$ cat src/rtl/vram_arbiter.sv
// vram_arbiter: shares one synchronous video-RAM port between the display
// pixel fetch (absolute priority, granted in the cycle it is requested) and a
// host read/write port. Host operations wait in a one-entry buffer until a
// cycle with no display request. A saturating wait counter drives a sticky
// starvation flag.
module vram_arbiter #(
  parameter int AW       = 15,
  parameter int DW       = 3,
  parameter int MAX_WAIT = 1023,
  parameter int WW       = 10
) (
  input  logic          clk,
  input  logic          reset,
  input  logic          disp_req,
  input  logic [AW-1:0] disp_addr,
  output logic [DW-1:0] disp_rdata,
  output logic          disp_rvalid,
  input  logic          host_valid,
  input  logic          host_we,
  input  logic [AW-1:0] host_addr,
  input  logic [DW-1:0] host_wdata,
  output logic          host_ready,
  output logic [DW-1:0] host_rdata,
  output logic          host_rvalid,
  output logic          host_starve,
  input  logic          starve_clr,
  output logic          mem_en,
  output logic          mem_we,
  output logic [AW-1:0] mem_addr,
  output logic [DW-1:0] mem_wdata,
  input  logic [DW-1:0] mem_rdata
);

  // Which requester owns the RAM read data returning in the next cycle.
  typedef enum logic [1:0] {
    OWN_NONE = 2'd0,
    OWN_DISP = 2'd1,
    OWN_HOST = 2'd2
  } owner_t;

  localparam logic [WW-1:0] WAIT_MAX = WW'(MAX_WAIT);

  // One-entry host buffer.
  logic          pend;
  logic          pend_we;
  logic [AW-1:0] pend_addr;
  logic [DW-1:0] pend_wdata;

  owner_t        owner;
  logic [WW-1:0] wait_cnt;

  logic accept;
  logic drain;
  logic blocked;

  // Saturating increment of the host wait counter.
  function automatic logic [WW-1:0] sat_inc(input logic [WW-1:0] v);
    return (v >= WAIT_MAX) ? v : v + 1'b1;
  endfunction

  // The buffer can take a new entry whenever it is empty or draining now.
  assign host_ready = !pend || !disp_req;
  assign accept     = host_valid && host_ready;
  assign drain      = pend && !disp_req;
  assign blocked    = pend && disp_req;

  // Read data is a straight pass-through; the owner register qualifies it.
  assign disp_rdata  = mem_rdata;
  assign host_rdata  = mem_rdata;
  assign disp_rvalid = (owner == OWN_DISP);
  assign host_rvalid = (owner == OWN_HOST);

  // RAM port issue: display first, then the buffered host operation.
  always_comb begin
    mem_en    = 1'b0;
    mem_we    = 1'b0;
    mem_addr  = '0;
    mem_wdata = '0;
    if (disp_req) begin
      mem_en   = 1'b1;
      mem_addr = disp_addr;
    end else if (pend) begin
      mem_en    = 1'b1;
      mem_we    = pend_we;
      mem_addr  = pend_addr;
      mem_wdata = pend_wdata;
    end
  end

  // Buffer occupancy: a same-cycle accept replaces the draining entry.
  always_ff @(posedge clk or posedge reset) begin
    if (reset) begin
      pend <= 1'b0;
    end else if (accept) begin
      pend <= 1'b1;
    end else if (drain) begin
      pend <= 1'b0;
    end
  end

  // Buffer payload; only meaningful while pend is set, so it needs no reset.
  always_ff @(posedge clk) begin
    if (accept) begin
      pend_we    <= host_we;
      pend_addr  <= host_addr;
      pend_wdata <= host_wdata;
    end
  end

  // Read owner for the data returning next cycle; host writes return nothing.
  always_ff @(posedge clk or posedge reset) begin
    if (reset) begin
      owner <= OWN_NONE;
    end else if (disp_req) begin
      owner <= OWN_DISP;
    end else if (drain && !pend_we) begin
      owner <= OWN_HOST;
    end else begin
      owner <= OWN_NONE;
    end
  end

  // Count cycles the pending host operation is held off by the display.
  always_ff @(posedge clk or posedge reset) begin
    if (reset) begin
      wait_cnt <= '0;
    end else if (drain) begin
      wait_cnt <= '0;
    end else if (blocked) begin
      wait_cnt <= sat_inc(wait_cnt);
    end
  end

  // Sticky starvation flag; a new set beats a coincident clear.
  always_ff @(posedge clk or posedge reset) begin
    if (reset) begin
      host_starve <= 1'b0;
    end else if (blocked && (wait_cnt == WAIT_MAX)) begin
      host_starve <= 1'b1;
    end else if (starve_clr) begin
      host_starve <= 1'b0;
    end
  end

endmodule

$ cat config.mk
export PLATFORM = sky130hd
export DESIGN_NAME = vram_arbiter
export DESIGN_NICKNAME = d
export VERILOG_FILES = /design/src/rtl/vram_arbiter.sv
export SDC_FILE = /design/constraint.sdc
export NUM_CORES = 1
export LEC_CHECK = 0
export CAP_MARGIN = 20
export CORE_ASPECT_RATIO = 1.2
export CORE_MARGIN = 4
export CORE_UTILIZATION = 35
export CTS_CLUSTER_DIAMETER = 80
export DETAILED_ROUTE_END_ITERATION = 8
export PLACE_DENSITY_LB_ADDON = 0.15
export SKIP_LAST_GASP = 1
export SYNTH_ARGS = -nofsm -noshare
export SYNTH_HDL_FRONTEND = slang
export SYNTH_SLANG_ARGS = --single-unit
$ cat constraint.sdc
create_clock -name clk -period 1.84 [get_ports clk]
set_input_delay 0.184 -clock clk [delete_from_list [all_inputs] [get_ports clk]]
set_output_delay 0.184 -clock clk [all_outputs]
set_load 0.02 [all_outputs]
==> results.md, run 1 <==
* Status: finished, final reports clean
* Initial core utilization at a little over a third
* RSZ-0062 raised after global routing: no
* CTS Hold Bufs at 0
* WL final at 3820 um
* Synth Area in Compound Gates at ~18%
* Die area at roughly 5600 um2
* CTS Buf Count at 5
* Syn_nets at roughly 160
* Share of the synthesized area in the top cell type at approximately 36%
* Min-delay worst type: in2async
* Share of cells above drive strength 1 at between 10 and 15%
* Final core area utilization at a little over half
* Gate Count Post-Synth at approximately 120
* DRC Markers at 0
* TNS Setup at 0 ns
* Drt first pass iters at 4
* Mux share of post-synthesis cell area at less than 1%
* FP Rows at 26
* Post-Synth Adder-Cell Area at less than 1%
* Crit path from: wait_cnt[1]
* Leakage at 0.955 nW
* Post-layout min period at 1.75 ns
* Reg2Reg Depth at 5
* Largest family of logic cells by synthesized area: compound AO/OA/AOI/OAI gates
* Synth top area cells: edfxtp_1 36%, dfrtp_1 22%, a22o_1 9.5%
* Worst-path fanout max at 5
* Die Height at 81.3 um
* Synth warnings at 0
* Synth Area in XOR/XNOR at under 10%
* R2R setup slack at between 0.09 and 0.1 ns
* Port-buffer cells at 62
* # setup viols final at 0
* First-pass GRT wire length at roughly 6300 um
* Placeable Area at between 4000 and 5000 um2
* Fmax at approximately 570 MHz
* Clock sink count at 33
* Total power at around 0.0017 W
* Antenna violations before repair at 0
* Via Count at approximately 1200
* Max H-tree Level at 2
* Root Driver: clkbuf_8
* Final nets at 231
* Netlist cell types at 38
* Avg Cell Area, Syn at ~13 um2
* Dpl hpwl at between 2000 and 3000 um
* CP Capture Type: flop
* Max clock buf depth at 2
* Cells after DPL at around 240
* Leading area contributor after synthesis: edfxtp_1
* Post-synth ARST share at ~42%
* Drt wl/cell at around 16 um
* Crit Reg-Reg Startpoint: wait_cnt[1]
* Mapped Area at about 1600 um2
* Number of global-route vias before repair at around 1300
* Die W at 69.1 um
* Total GRT Usage at between 10% and 20%
* Largest net degree at the start of global routing at 21
* Worst vdd ir at ~0.47 mV
* Crit path kind: reg2reg
* Layout area overhead at 49.5%
* Synthesized flop and latch total at 33
* Layout Cells excl Fill at around 250
* Fraction of the cycle the final worst path needs at a little over nine tenths
* Synthesized-area fraction occupied by and/or/nand/nor cells at 12.7%
* Setup Skew at about 0.0059 ns
* Antenna Cells at 0
* Post-synth EDFFs at 19
* Post-route ant nets at 0
* Crit path DAT at about 1.9 ns
* CTS tree: done
* Post-route cell area at 2340 um2
* P per Cell Area at approximately 740 nW/um2
* Relative slew margins at about two thirds
* Sequential area share after synthesis at between 50% and 60%
* Hold Vio Cnt, Final at 0
* Pins over their slew limit at 0
* Placed Instance Area at between 2000 and 2500 um2
* Worst-Skew Late Latency at ~0.28 ns
* Required @ worst endpoint at ~2 ns
* Critical Path Source Type: flop
* # IOs at ~70
* Iteration-0 DRC Markers at 93
* Clk pin slew, worst setup/hold paths at roughly 0.070 ns
* DR vias/cell at about 5
* Routability cong. at just over 0.7
* MaxCap Viol Count at 0
* Total congestion overflow at 0
* Tightest Pin Transition at between 0.5 and 0.6 ns
* Reg-to-reg endpoint: wait_cnt[9]
* Main synth FF type: edfxtp_1
[flip-flops by register name, summed over array words and instances (netlist names)]
| name | count |
|---|---|
| owner | 2 |
| pend_addr | 15 |
| pend_we | 1 |
| pend_wdata | 3 |
| wait_cnt | 10 |
| pend | 1 |
| host_starve | 1 |
[power breakdown]
part / internal, W / switching, W / leakage (nW)
logic: 0.000178 / 0.000151 / 0.541
registers: 0.000827 / 0.0000225 / 0.368
clock network: 0.000305 / 0.000256 / 0.0455
total: 0.00131 / 0.000429 / 0.955
[Yosys cell counts, types with 2 or more instances]
| cell | instances |
|---|---|
| xor2_1 | 2 |
| buf_4 | 8 |
| and2_1 | 5 |
| nor2b_1 | 2 |
| o21ai_0 | 2 |
| a22o_1 | 17 |
| xnor2_1 | 3 |
| nand2_1 | 4 |
| nor2_1 | 5 |
| edfxtp_1 | 19 |
| nand3_1 | 2 |
| and3_1 | 2 |
| buf_2 | 2 |
| a2111oi_2 | 2 |
| inv_1 | 6 |
| nand4_2 | 2 |
| a21oi_1 | 3 |
| or3_1 | 2 |
| dfrtp_1 | 14 |
[critical path, cell delays in order (launching register included)]
cell       delay [ns]
dfrtp_1          0.43
ha_1             0.28
and3_1           0.26
a2111oi_2        0.44
xnor2_1          0.17
nor2_1           0.05
[logic make-up (layout without fill, tap and decap cells)]
family	count (synthesis)	in the layout
compound gates	32	32
simple gates	32	32
xor+xnor	5	5
buf+inv	17	85
mux	1	1
fa+ha+maj	1	1
flops	33	33
[worst max-delay path by stage]
| stage | cells after the start | slack (ns) | to |
|---|---|---|---|
| detailed placement | 5 | -0.06 | mem_addr[3] |
| global placement | 5 | -0.02 | mem_addr[1] |
| floorplan | 3 | 0.19 | pend_addr[0] |
| global route | 5 | 0.008 | mem_addr[2] |
| CTS | 3 | 0.08 | host_ready |
| finish | 5 | 0.09 | wait_cnt[9] |
[per-layer routing]
metal,vias to the layer above,GRT usage (%),wire length (um)
met4,0,5.27,41
met1,581,15.8,1490
met3,5,6.19,294
li1,585,-,-
met5,-,0,0
met2,50,25.4,1990
[layout by cell type, fill, tap and decap left out, drive strengths merged, types with 4 or more instances in the layout]
cell | Yosys | final
clkbuf | 1 | 8
clkdlybuf4s50 | 0 | 42
inv | 6 | 6
nor2 | 6 | 6
dfrtp | 14 | 14
and2 | 5 | 5
dlygate4sd2 | 0 | 19
nand2 | 4 | 4
edfxtp | 19 | 19
buf | 10 | 9
a22o | 17 | 17
[stage by stage]
stage               hold WS, ns  worst slack (ns)
finish                    0.236            0.0910
global route              0.276           0.00765
CTS                       0.245            0.0764
detailed placement        0.368           -0.0629
global placement          0.368           -0.0226
floorplan                0.0732             0.195
[repair_timing]
action                                  in CTS  in global routing
buffers inserted                             0                  0
gates resized for setup                     20                  1
endpoints found under the setup margin      20                  1
[layout make-up]
class	instances	area, um2
Inverter	6	22.5
Sequential cell	33	921
Timing Repair Buffer	71	689
Multi-Input combinational cell	71	549
Fill cell	412	1950
Clock buffer	8	90.1
Tap cell	56	70.1
No activity file was read; power rests on OpenSTA's default activity.
==> run 2: changes to the inputs <==
--- a/config.mk
+++ b/config.mk
@@ -7,7 +7,7 @@
 export LEC_CHECK = 0
 export CAP_MARGIN = 20
 export CORE_ASPECT_RATIO = 1.2
-export CORE_MARGIN = 4
+export CORE_MARGIN = 2
 export CORE_UTILIZATION = 35
 export CTS_CLUSTER_DIAMETER = 80
 export DETAILED_ROUTE_END_ITERATION = 8
==> results.md, run 2 (same netlist as run 1, synthesis figures left out) <==
* Status: finished, final reports clean
* Clk pin slew, worst setup/hold paths at approximately 0.060 ns
* Fmax at around 580 MHz
* P per Cell Area at between 700 and 800 nW/um2
* Critical path buffer and inverter count at 3
* Die W at 65.1 um
* Post-route ant nets at 0
* Number of flip-flops under the largest register name at 15
* Largest net degree at the start of global routing at 21
* # setup viols final at 0
* Clock sink count at 33
* Hold WS at around 0.23 ns
* WL final at 3550 um
* Total congestion overflow at 0
* Crit path DAT at about 1.6 ns
* Drt first pass iters at 4
* Footprint of the multi-input gates at about 550 um2
* Max H-tree Level at 2
* Die area at ~5000 um2
* Setup Skew at 0.00535 ns
* Hold Vio Cnt, Final at 0
* Tightest Pin Transition at 0.526 ns
* Critical-path cell list: clkdlybuf4s50_1 -> buf_4 -> nand2_1 -> clkdlybuf4s50_1
* Port-buffer cells at a little over 60
* Relative slew margins at around two thirds
* Placeable Area at approximately 4300 um2
* RSZ-0062 raised after global routing: no
* DRC Markers at 0
* Most frequent cells in the layout: 42 x clkdlybuf4s50_1, 20 x dlygate4sd2_1, 19 x edfxtp_1, 17 x a22o_1, 14 x dfrtp_1
* Sequential cell area at 921 um2
* Crit path from: disp_req
* Antenna violations before repair at 0
* Root Driver: clkbuf_8
* DR vias/cell at roughly 5.0
* Number of global-route vias before repair at around 1300
* CP max stage cell: clkdlybuf4s50_1
* Drt wl/cell at approximately 15 um
* Post-layout min period at 1.73 ns
* Largest regs: pend_addr (15), wait_cnt (10), pend_wdata (3)
* Die Height at just under 80 um
* Critical Path Source Type: input pin
* Crit Reg-Reg Startpoint: wait_cnt[1]
* Crit path kind: in2out
* Min-delay worst type: in2async
* Routability cong. at 0.777
* FILL cells at about 400
* Layout Cells excl Fill at approximately 240
* Top Family by Delay on Critical Path: buffers and inverters
* Cell mode on critical path: clkdlybuf4s50_1
* Worst-Skew Late Latency at 0.28 ns
* Total GRT Usage at ~16%
* Dpl hpwl at 2750 um
* Worst-path fanout max at 6
* Fraction of the cycle the final worst path needs at a little over nine tenths
* Biggest register: pend_addr
* Share of cells above drive strength 1 at a little over an eighth
* Final nets at about 230
* CP Capture Type: output port
* MaxCap Viol Count at 0
* Required @ worst endpoint at approximately 1.7 ns
* First-pass GRT wire length at ~5900 um
* Antenna Cells at 0
* Most common cell after layout, fill and taps aside: clkdlybuf4s50_1
* FP Rows at 26
* Worst vdd ir at between 0.4 and 0.5 mV
* Via Count at between 1000 and 1500
* Setup repair bufs after CTS at 0
* Slowest cell delay on critical path at 0.63 ns
* Initial core utilization at approximately 36%
* Layout area overhead at 48.6%
* # IOs at about 70
* Leakage at 0.949 nW
* Cells after DPL at 237
* CTS tree: done
* Pins over their slew limit at 0
* Iteration-0 DRC Markers at 38
* CTS Buf Count at 5
* Max clock buf depth at 2
-- run 2: changes by cell type in the layout (fill, tap and decap cells not counted) --
cell             change
clkbuf_1             -1
clkbuf_8             -1
clkdlybuf4s15_1      -1
clkinv_1             +1
dlygate4sd2_1        +1
-- run 2: per-stage QoR --
stage	power [W]	utilization (%)	setup TNS, ns	cell area (um2)	worst slack [ns]
global placement	0.00121	53.0	-0.326	2280	-0.0342
finish	0.00167	54.2	0	2330	0.105
global route	0.00175	54.2	0	2330	0.0260
floorplan	0.00103	-	0	1570	0.195
CTS	0.00169	54.2	0	2330	0.0917
detailed placement	0.00122	53.0	-0.816	2280	-0.0567
-- run 2: worst paths after layout --
kind,to,cells past startpoint,slack (ns)
max in group asynchronous,wait_cnt[7],2,1.25
min reg2reg,owner[1],1,0.43
min,owner[1],2,0.23
max reg2reg,wait_cnt[9],5,0.15
max,host_ready,4,0.11
min in group clk,host_rdata[2],0,0.37
-- run 2: timing repair --
action                                  4_1_cts  5_1_grt
hold endpoints to repair                      0        0
hold buffers                                  0        0
endpoints found under the setup margin       20        0
resized for setup                            20        0
-- run 2: routing by layer --
layer,track usage (%),up-vias,share of wire (%)
met5,0,-,0
met4,5.00,0,1.4
met3,7.77,5,8.8
met2,27.4,38,52
met1,15.6,581,38
li1,-,584,-
-- run 2: cell type report --
type / count / share of cell area [%]
multi-input cells: 71 / 23.6
inverters: 6 / 0.968
repair buffers: 71 / 29.6
clock buffers: 6 / 3.12
clock inverters: 1 / 0.161
flip-flops and latches: 33 / 39.6
well taps: 56 / 3.01
-- run 2: power breakdown --
group	switching (W)	internal, W
clock network	0.000244	0.000255
registers	0.0000216	0.000827
logic	0.000149	0.000177
